$ cat config.mk
export PLATFORM = sky130hd
export DESIGN_NAME = mips_mc_control_fsm
export DESIGN_NICKNAME = d
export VERILOG_FILES = /design/src/rtl/mips_mc_control_fsm.sv
export SDC_FILE = /design/constraint.sdc
export NUM_CORES = 1
export LEC_CHECK = 0
export CAP_MARGIN = 20
export CORE_AREA = 2 2 56 58
export DETAILED_ROUTE_END_ITERATION = 8
export DIE_AREA = 0 0 58 60
export DONT_BUFFER_PORTS = 1
export PLACE_DENSITY = 0.5
export SETUP_SLACK_MARGIN = 0.1
export SLEW_MARGIN = 20
export SYNTH_ARGS = -nofsm -noshare
export SYNTH_HDL_FRONTEND = slang
export SYNTH_SLANG_ARGS = --single-unit
$ cat constraint.sdc
create_clock -name clk -period 4 [get_ports clk]
set_input_delay 0.6 -clock clk [delete_from_list [all_inputs] [get_ports clk]]
set_output_delay 0.6 -clock clk [all_outputs]
set_load 0.005 [all_outputs]
$ cat src/rtl/mips_mc_control_fsm.sv
// Main control FSM for the multi-cycle MIPS datapath: sequences fetch, decode,
// execute, memory and writeback cycles and drives the datapath selects and strobes.
module mips_mc_control_fsm #(
    parameter int OPW  = 6,
    parameter int ST_W = 4
) (
    input  logic            clk,
    input  logic            rst_n,
    input  logic [OPW-1:0]  op,
    input  logic            mem_ready,
    output logic            iord,
    output logic            mem_write,
    output logic            mem_read,
    output logic            ir_write,
    output logic            reg_dst,
    output logic            mem_to_reg,
    output logic            reg_write,
    output logic            alu_src_a,
    output logic [1:0]      alu_src_b,
    output logic [1:0]      alu_op,
    output logic [1:0]      pc_src,
    output logic            pc_write,
    output logic            branch,
    output logic            illegal_op,
    output logic [ST_W-1:0] state
);

    localparam logic [OPW-1:0] OP_LW   = OPW'(6'b100011);
    localparam logic [OPW-1:0] OP_SW   = OPW'(6'b101011);
    localparam logic [OPW-1:0] OP_RTYP = OPW'(6'b000000);
    localparam logic [OPW-1:0] OP_BEQ  = OPW'(6'b000100);
    localparam logic [OPW-1:0] OP_ADDI = OPW'(6'b001000);
    localparam logic [OPW-1:0] OP_J    = OPW'(6'b000010);

    typedef enum logic [3:0] {
        S_FETCH   = 4'd0,
        S_DECODE  = 4'd1,
        S_MEMADR  = 4'd2,
        S_MEMRD   = 4'd3,
        S_MEMWB   = 4'd4,
        S_MEMWR   = 4'd5,
        S_EXECUTE = 4'd6,
        S_ALUWB   = 4'd7,
        S_BRANCH  = 4'd8,
        S_ADDIEX  = 4'd9,
        S_ADDIWB  = 4'd10,
        S_JUMP    = 4'd11
    } state_t;

    // fetch_en / memwr_en are the ungated forms of the mem_ready-qualified strobes
    typedef struct packed {
        logic       iord;
        logic       mem_read;
        logic       alu_src_a;
        logic [1:0] alu_src_b;
        logic [1:0] alu_op;
        logic [1:0] pc_src;
        logic       reg_dst;
        logic       mem_to_reg;
        logic       reg_write;
        logic       branch;
        logic       pc_write;
        logic       fetch_en;
        logic       memwr_en;
        logic       in_decode;
    } ctrl_t;

    function automatic logic op_legal(input logic [OPW-1:0] o);
        logic ok;
        case (o)
            OP_LW, OP_SW, OP_RTYP, OP_BEQ, OP_ADDI, OP_J: ok = 1'b1;
            default:                                      ok = 1'b0;
        endcase
        return ok;
    endfunction

    function automatic ctrl_t decode_ctrl(input state_t s);
        ctrl_t c;
        c = '0;
        case (s)
            S_FETCH: begin
                c.mem_read  = 1'b1;
                c.alu_src_b = 2'b01;
                c.fetch_en  = 1'b1;
            end
            S_DECODE: begin
                c.alu_src_b = 2'b11;
                c.in_decode = 1'b1;
            end
            S_MEMADR: begin
                c.alu_src_a = 1'b1;
                c.alu_src_b = 2'b10;
            end
            S_MEMRD: begin
                c.iord     = 1'b1;
                c.mem_read = 1'b1;
            end
            S_MEMWB: begin
                c.mem_to_reg = 1'b1;
                c.reg_write  = 1'b1;
            end
            S_MEMWR: begin
                c.iord     = 1'b1;
                c.memwr_en = 1'b1;
            end
            S_EXECUTE: begin
                c.alu_src_a = 1'b1;
                c.alu_op    = 2'b10;
            end
            S_ALUWB: begin
                c.reg_dst   = 1'b1;
                c.reg_write = 1'b1;
            end
            S_BRANCH: begin
                c.alu_src_a = 1'b1;
                c.alu_op    = 2'b01;
                c.pc_src    = 2'b01;
                c.branch    = 1'b1;
            end
            S_ADDIEX: begin
                c.alu_src_a = 1'b1;
                c.alu_src_b = 2'b10;
            end
            S_ADDIWB: begin
                c.reg_write = 1'b1;
            end
            S_JUMP: begin
                c.pc_src   = 2'b10;
                c.pc_write = 1'b1;
            end
            default: c = '0;
        endcase
        return c;
    endfunction

    state_t state_q;
    state_t state_d;
    ctrl_t  ctrl_q;

    // next-state logic
    always_comb begin
        state_d = S_FETCH;
        case (state_q)
            S_FETCH: begin
                if (mem_ready) state_d = S_DECODE;
                else           state_d = S_FETCH;
            end
            S_DECODE: begin
                if (op == OP_LW || op == OP_SW) state_d = S_MEMADR;
                else if (op == OP_RTYP)         state_d = S_EXECUTE;
                else if (op == OP_BEQ)          state_d = S_BRANCH;
                else if (op == OP_ADDI)         state_d = S_ADDIEX;
                else if (op == OP_J)            state_d = S_JUMP;
                else                            state_d = S_FETCH;
            end
            S_MEMADR: begin
                if (op == OP_LW) state_d = S_MEMRD;
                else             state_d = S_MEMWR;
            end
            S_MEMRD: begin
                if (mem_ready) state_d = S_MEMWB;
                else           state_d = S_MEMRD;
            end
            S_MEMWR: begin
                if (mem_ready) state_d = S_FETCH;
                else           state_d = S_MEMWR;
            end
            S_EXECUTE: state_d = S_ALUWB;
            S_ADDIEX:  state_d = S_ADDIWB;
            S_MEMWB, S_ALUWB, S_BRANCH, S_ADDIWB, S_JUMP: state_d = S_FETCH;
            default:   state_d = S_FETCH;
        endcase
    end

    // state register; control register is loaded with the decode of the state being entered
    always_ff @(posedge clk or negedge rst_n) begin
        if (!rst_n) begin
            state_q <= S_FETCH;
            ctrl_q  <= decode_ctrl(S_FETCH);
        end else begin
            state_q <= state_d;
            ctrl_q  <= decode_ctrl(state_d);
        end
    end

    assign iord       = ctrl_q.iord;
    assign mem_read   = ctrl_q.mem_read;
    assign reg_dst    = ctrl_q.reg_dst;
    assign mem_to_reg = ctrl_q.mem_to_reg;
    assign reg_write  = ctrl_q.reg_write;
    assign alu_src_a  = ctrl_q.alu_src_a;
    assign alu_src_b  = ctrl_q.alu_src_b;
    assign alu_op     = ctrl_q.alu_op;
    assign pc_src     = ctrl_q.pc_src;
    assign branch     = ctrl_q.branch;
    // FETCH is the reset state, so its gated strobes are also held off by rst_n
    assign ir_write   = ctrl_q.fetch_en & mem_ready & rst_n;
    assign pc_write   = ctrl_q.pc_write | (ctrl_q.fetch_en & mem_ready & rst_n);
    assign mem_write  = ctrl_q.memwr_en & mem_ready;
    assign illegal_op = ctrl_q.in_decode & ~op_legal(op);
    assign state      = ST_W'(state_q);

endmodule

==> impl_metrics.csv, run 1 <==
group,metric,value,unit
timing,fin_setup_tns,0,ps
floorplanning,dieHeight,60,um
finish,final_common_cell,"dfrtp_1",
synthesis,yosysSeqAreaShare,49.5,%
synthesis,syn_inst,95,
timing,rsz0062_at_grt,"false",
finish,final_cells,124,
synthesis,avgSynthCellArea,10.2,um2
cts,clk_pin_slew,100,ps
detailed_routing,dr.max_layer_used,"met4",
place,dp.cells,119,
worst_setup_path,cp.required,3400,ps
power,p_sw,128,uW
floorplanning,core_area,0.00290,mm2
cts,cts_resized,0,
power,clkPwrFrac,22.0,%
place,portBuffers,0,
finish,syn_to_final_growth,1.16,%
flow_run,max_cap_violations,0,
power,internal_power,298,uW
cts,clock_sinks,19,
synthesis,synth_fp_nets,104,
synthesis,synthesis.area,968,um2
worst_setup_path,crit_arrival,1370,ps
grt,grt_usage,12.6,%
power,power.density,435,mW/mm2
power,swShare,30.0,%
power,p_leak,0.000442,uW
worst_setup_path,crit_chain,"nor4_1 > nor2_1 > o311a_1",
floorplanning,design.die.area,0.00348,mm2
detailed_routing,ant_nets,0,
finish,fill_cells,297,
timing,setup_viol,0,
finish,largest_reg_flops,4,
floorplanning,fp.dieW,58,um
finish,nets,101,
finish,antennaDiodeCount,0,
cts,clkLatencyLatePin,290,ps
grt,antenna_found_initial,0,
worst_setup_path,cp_slowest_cell,"nor4_1",
worst_setup_path,path_class,"input pin to output pin",
worst_setup_path,reg2reg_depth,5,
worst_setup_path,reg2reg_from,"state[2]$_DFF_PN0_",
timing,fin_crit,1970,ps
min_path,hp-class,"input pin to asynchronous set/reset pin",
detailed_routing,num_vias,678,
detailed_routing,finalWirelength,1990,um
power,peakVddDrop,0.210,mV
grt,grt_pass1_wl,3280,um
synthesis,ys_seq_elements,19,
place,hpwl,1470,um
grt,first_global_vias,697,
worst_setup_path,crit_path_max_fanout,5,
power,power_frac_comb,18.4,%
worst_setup_path,startpoint,"op[5]",
worst_setup_path,cp-start-kind,"input pin",
timing,relSlewSlack,51.3,%
worst_setup_path,path_buf_inv,0,
floorplanning,pin_count,30,
worst_setup_path,slowest_delay,380,ps
worst_setup_path,rr_endpoint,"iord$_DFF_PN0_",
grt,grt_max_degree,17,
detailed_routing,initialDrtViolationCount,4,
outcome,outcome,"completed",
worst_setup_path,path_delay_family,"simple AND/OR/NAND/NOR gates",
detailed_routing,dr_wl_met2,917,um
timing,fmax,507,MHz
finish,drive_above_1_share,13.2,%
grt,globalRouteOverflowTotal,0,
timing,fin_crit_sh,49.3,%
detailed_routing,wl_per_cell,16.1,um
cts,cts-buffers-inserted,3,
detailed_routing,drc,0,
worst_setup_path,setup.worst_path.end_class,"output pin",
cts,cts-root-buf,"clkbuf_4",
timing,skew,7.36,ps
detailed_routing,firstDrtPassIters,4,
floorplanning,start_util,33.4,%
floorplanning,num_rows,20,
synthesis,ys_warn_count,0,
detailed_routing,vias_per_cell,5.47,
place,gp_congestion,0.692,
timing,finalHoldViolCount,0,
synthesis,yosysUniqueCellTypes,36,
detailed_routing,wl_met1,899,um
cts,cts_tree,"done",
power,power_frac_seq,59.6,%
detailed_routing,dr_wl_met3,143,um
finish,mostFrequentLayoutCells,"dfrtp_1 (16), nand2_1 (7), nor2_1 (7), and3_1 (6), nor3_1 (4)",
timing,worst_pin_slew,728,ps
timing,finalMaxSlewViolations,0,
cts,htreeDepth,1,
cts,clockBufferDepth,2,
worst_setup_path,rrSetupSlack,2130,ps
-- final cells by class --
type / count / area (um2) / share of cell area, %
timing repair buffer: 1 / 10.0 / 1.02
clock buffer: 4 / 26.3 / 2.68
sequential: 19 / 479 / 48.9
inverter: 5 / 18.8 / 1.92
multi-input combinational: 62 / 404 / 41.3
tap: 33 / 41.3 / 4.21
-- cells in the mapped netlist (all sizes together) --
master | instances | share of area, %
nand4b | 1 | 0.90
buf | 9 | 6.8
nand2 | 7 | 2.7
a31oi | 2 | 1.9
nand4bb | 1 | 1.2
and4 | 3 | 2.7
a311o | 1 | 1.0
a21oi | 3 | 1.5
o211ai | 2 | 1.5
o21ai | 5 | 2.6
nor4 | 1 | 0.65
xor2 | 2 | 1.8
nor3 | 4 | 2.1
nor2b | 3 | 1.9
and3 | 6 | 3.9
and2 | 2 | 1.3
or2 | 2 | 1.6
nand4 | 1 | 0.65
dfstp | 3 | 8.1
o311a | 1 | 1.0
xnor2 | 1 | 0.90
nor3b | 2 | 1.5
nand3b | 1 | 0.78
nand3 | 1 | 0.52
inv | 5 | 1.9
o21bai | 1 | 0.78
nor2 | 7 | 2.7
or3 | 1 | 0.65
dfrtp | 16 | 41
a2111oi | 1 | 2.8
-- power groups by stage --
| stage | sequential (uW) | combinational [uW] | clock [uW] |
|---|---|---|---|
| 5_1_grt | 258 | 89.6 | 108 |
| 4_1_cts | 255 | 79.2 | 99.2 |
| 2_1_floorplan | 239 | 89.4 | 0 |
| 3_5_place_dp | 258 | 74.9 | 0 |
| 6_report | 254 | 78.3 | 93.8 |
| 3_3_place_gp | 258 | 73.9 | 0 |
-- per-stage QoR --
stage	area, um2	total power, uW	worst slack, ps	util [%]	hold WS (ps)
finish	980	426	2030	33.8	131
global route	980	456	1920	33.8	103
CTS	980	433	2050	33.8	118
detailed placement	943	333	2050	32.5	305
global placement	943	332	2110	32.5	305
floorplan	968	328	2150	-	304
-- what timing repair did --
| action | CTS | global route |
|---|---|---|
| hold buffers | 1 | 0 |
| hold endpoints to repair | 16 | 0 |
| buffers inserted | 0 | 0 |
-- layer usage --
layer / track usage [%] / up-vias
li1: - / 326
met1: 16.4 / 325
met2: 19.6 / 23
met3: 4.55 / 4
met4: 3.99 / 0
met5: 0 / -
-- worst register-to-register path, stage by stage, from the launching register on --
cell and delay, ps:
dfrtp_1 540, nor3_1 430, o211ai_1 160, and4_1 280
and3_1 200, o21bai_1 160
-- worst max-delay path by stage --
stage	end	slack, ps	cells after the start
after global routing	iord$_DFF_PN0_	1920	6
after detailed placement	illegal_op	2050	3
after floorplan	illegal_op	2150	3
after global placement	illegal_op	2110	3
after CTS	illegal_op	2050	3
final	illegal_op	2030	3
-- cells by family after synthesis --
logic type                count (synthesis)  share of synthesized area, %
DFF                                      19                          49.5
AOI/OAI and AO/OA                        16                          13.3
xor gates and xnor gates                  3                          2.71
buffers and inverters                    14                          8.79
and+or+nand+nor                          43                          25.7
(Power assumes the default switching activity.)
==> inputs of run 2 (changes only) <==
==> constraint.sdc (replaced) <==
create_clock -name clk -period 1.97 [get_ports clk]
set_input_delay 0.2955 -clock clk [delete_from_list [all_inputs] [get_ports clk]]
set_output_delay 0.2955 -clock clk [all_outputs]
set_load 0.005 [all_outputs]
==> run 2 against run 1 <==
Effect of this change: register-to-register slack got worse by 1900 ps; clock skew increased by 0.90 ps; global-route usage increased by 0.66 points; largest power group unchanged; via count increased by 3.8%; sequential power increased by 100%; clock power increased by 110%; critical path type is now flip-flop to flip-flop; worst setup slack got worse by 1800 ps; final area increased by 1.8%; routed wire length increased by 5.7%; critical endpoint is now alu_src_b[1]$_DFF_PN0_; count of clock-buffer cells in the layout decreased by 1; cell count increased by 1.6%; largest cell class unchanged.
==> impl_metrics.csv, run 2 (synthesized netlist as in run 1, its figures left out) <==
group,metric,value,unit
worst_setup_path,cp_slowest_cell,"dfrtp_1",
power,report.power.total,885,uW
timing,finalHoldViolCount,0,
cts,cts_tree,"done",
timing,finalMaxSlewViolations,0,
floorplanning,pin_count,30,
power,swShare,31.0,%
grt,use_met2,21.3,%
worst_setup_path,rrSetupSlack,200,ps
worst_setup_path,reg2reg_depth,5,
cts,clk_pin_slew,110,ps
grt,met3_usage,5.63,%
place,portBuffers,0,
detailed_routing,finalWirelength,2100,um
timing,fin_crit_sh,89.7,%
worst_setup_path,crit_arrival,1990,ps
floorplanning,start_util,33.4,%
worst_setup_path,crit_chain,"nor3_1 > and3_1 > a311o_1 > or2_4 > o21ai_1",
worst_setup_path,slowest_delay,590,ps
grt,antenna_found_initial,0,
grt,use_met1,16.7,%
detailed_routing,vias_per_cell,5.59,
power,power_frac_comb,20.2,%
worst_setup_path,rr_endpoint,"alu_src_b[1]$_DFF_PN0_",
place,hpwl,1560,um
timing,fin_crit,1770,ps
power,peakVddDrop,0.413,mV
finish,drive_above_1_share,17.2,%
power,power.density,888,mW/mm2
place,gp_congestion,0.822,
grt,busiest_layer,"met2",
power,internal_power,611,uW
outcome,outcome,"completed",
power,power_frac_seq,57.4,%
cts,postCtsSetupBuffers,0,
cts,cts-root-buf,"clkbuf_4",
grt,grt_pass1_wl,3400,um
worst_setup_path,reg2reg_from,"state[2]$_DFF_PN0_",
power,clkPwrFrac,22.5,%
finish,antennaDiodeCount,0,
worst_setup_path,cp.required,2190,ps
worst_setup_path,path_class,"flip-flop to flip-flop",
grt,grt_usage,13.3,%
cts,clockBufferDepth,2,
detailed_routing,wl_per_cell,16.7,um
timing,fin_setup_tns,0,ps
worst_setup_path,crit_path_max_fanout,11,
detailed_routing,firstDrtPassIters,4,
timing,setup_viol,0,
grt,first_global_vias,744,
floorplanning,core_area,0.00290,mm2
worst_setup_path,setup.worst_path.end_class,"flip-flop",
detailed_routing,ant_nets,0,
cts,clock_sinks,19,
worst_setup_path,path_delay_family,"simple AND/OR/NAND/NOR gates",
grt,grt_max_degree,20,
floorplanning,fp.dieW,58,um
flow_run,max_cap_violations,0,
power,p_leak,0.000453,uW
worst_setup_path,critical_path_depth,5,
detailed_routing,drc,0,
detailed_routing,num_vias,704,
timing,rsz0062_at_grt,"false",
worst_setup_path,path_buf_inv,0,
worst_setup_path,startpoint,"state[2]$_DFF_PN0_",
timing,skew,8.27,ps
timing,worst_pin_slew,847,ps
power,p_sw,275,uW
worst_setup_path,cp-start-kind,"flip-flop",
finish,syn_to_final_growth,2.97,%
finish,nets,103,
finish,final_common_cell,"dfrtp_1",
floorplanning,design.die.area,0.00348,mm2
grt,globalRouteOverflowTotal,0,
finish,mostFrequentLayoutCells,"dfrtp_1 (15), nand2_1 (7), nor2_1 (7), and3_1 (6), nor3_1 (4)",
timing,fmax,566,MHz
timing,relSlewSlack,43.4,%
cts,cts-buffers-inserted,3,
detailed_routing,initialDrtViolationCount,23,
min_path,hp-class,"input pin to flip-flop",
worst_setup_path,setup.worst_path.end,"alu_src_b[1]$_DFF_PN0_",
finish,largest_reg_flops,4,
floorplanning,dieHeight,60,um
cts,htreeDepth,1,
cts,clkLatencyLatePin,300,ps
floorplanning,num_rows,20,
[run 2: power by group through the flow]
| stage | logic [uW] | registers [uW] | clock network [uW] |
|---|---|---|---|
| 4_1_cts | 180 | 509 | 210 |
| 3_3_place_gp | 172 | 516 | 0 |
| 5_1_grt | 198 | 520 | 224 |
| 6_report | 178 | 508 | 199 |
| 2_1_floorplan | 182 | 485 | 0 |
| 3_5_place_dp | 171 | 516 | 0 |
[run 2: layout make-up]
cell class / count / area (um2)
Fill cell: 304 / 1910
Sequential cell: 19 / 480
Multi-Input combinational cell: 62 / 404
Tap cell: 33 / 41.3
Timing Repair Buffer: 3 / 25.0
Clock buffer: 3 / 22.5
Inverter: 5 / 18.8
Clock inverter: 1 / 5.00
[run 2: worst min-delay path by stage]
stage | startpoint | slack [ps] | to | cells after the start
finish | mem_ready | 160 | mem_to_reg$_DFF_PN0_ | 1
global route | mem_ready | 140 | mem_to_reg$_DFF_PN0_ | 1
CTS | mem_ready | 150 | mem_to_reg$_DFF_PN0_ | 1
detailed placement | rst_n | 0.4 | alu_op[1]$_DFF_PN0_ | 0
global placement | rst_n | 0.4 | alu_op[1]$_DFF_PN0_ | 0
floorplan | rst_n | -0.09 | alu_op[0]$_DFF_PN0_ | 0
[run 2: per-layer routing]
layer | vias to the layer above | wire, um
li1 | 326 | -
met1 | 348 | 955
met2 | 28 | 952
met3 | 2 | 185
met4 | 0 | 10
met5 | - | 0
[run 2: timing repair]
action                                 CTS  global route
setup endpoints to repair                0             6
hold buffers                             1             0
endpoints found under the hold margin   19             0
gates resized for setup                  0             1
[run 2: stage by stage]
stage	std cells	worst slack (ps)	hold slack, ps	instance area, um2	util, %
2_1_floorplan	95	339	-0.0911	968	-
3_3_place_gp	121	168	0.392	958	33.0
3_5_place_dp	121	164	0.362	958	33.0
4_1_cts	126	157	151	996	34.3
5_1_grt	126	99.2	143	997	34.4
6_report	126	204	160	997	34.4
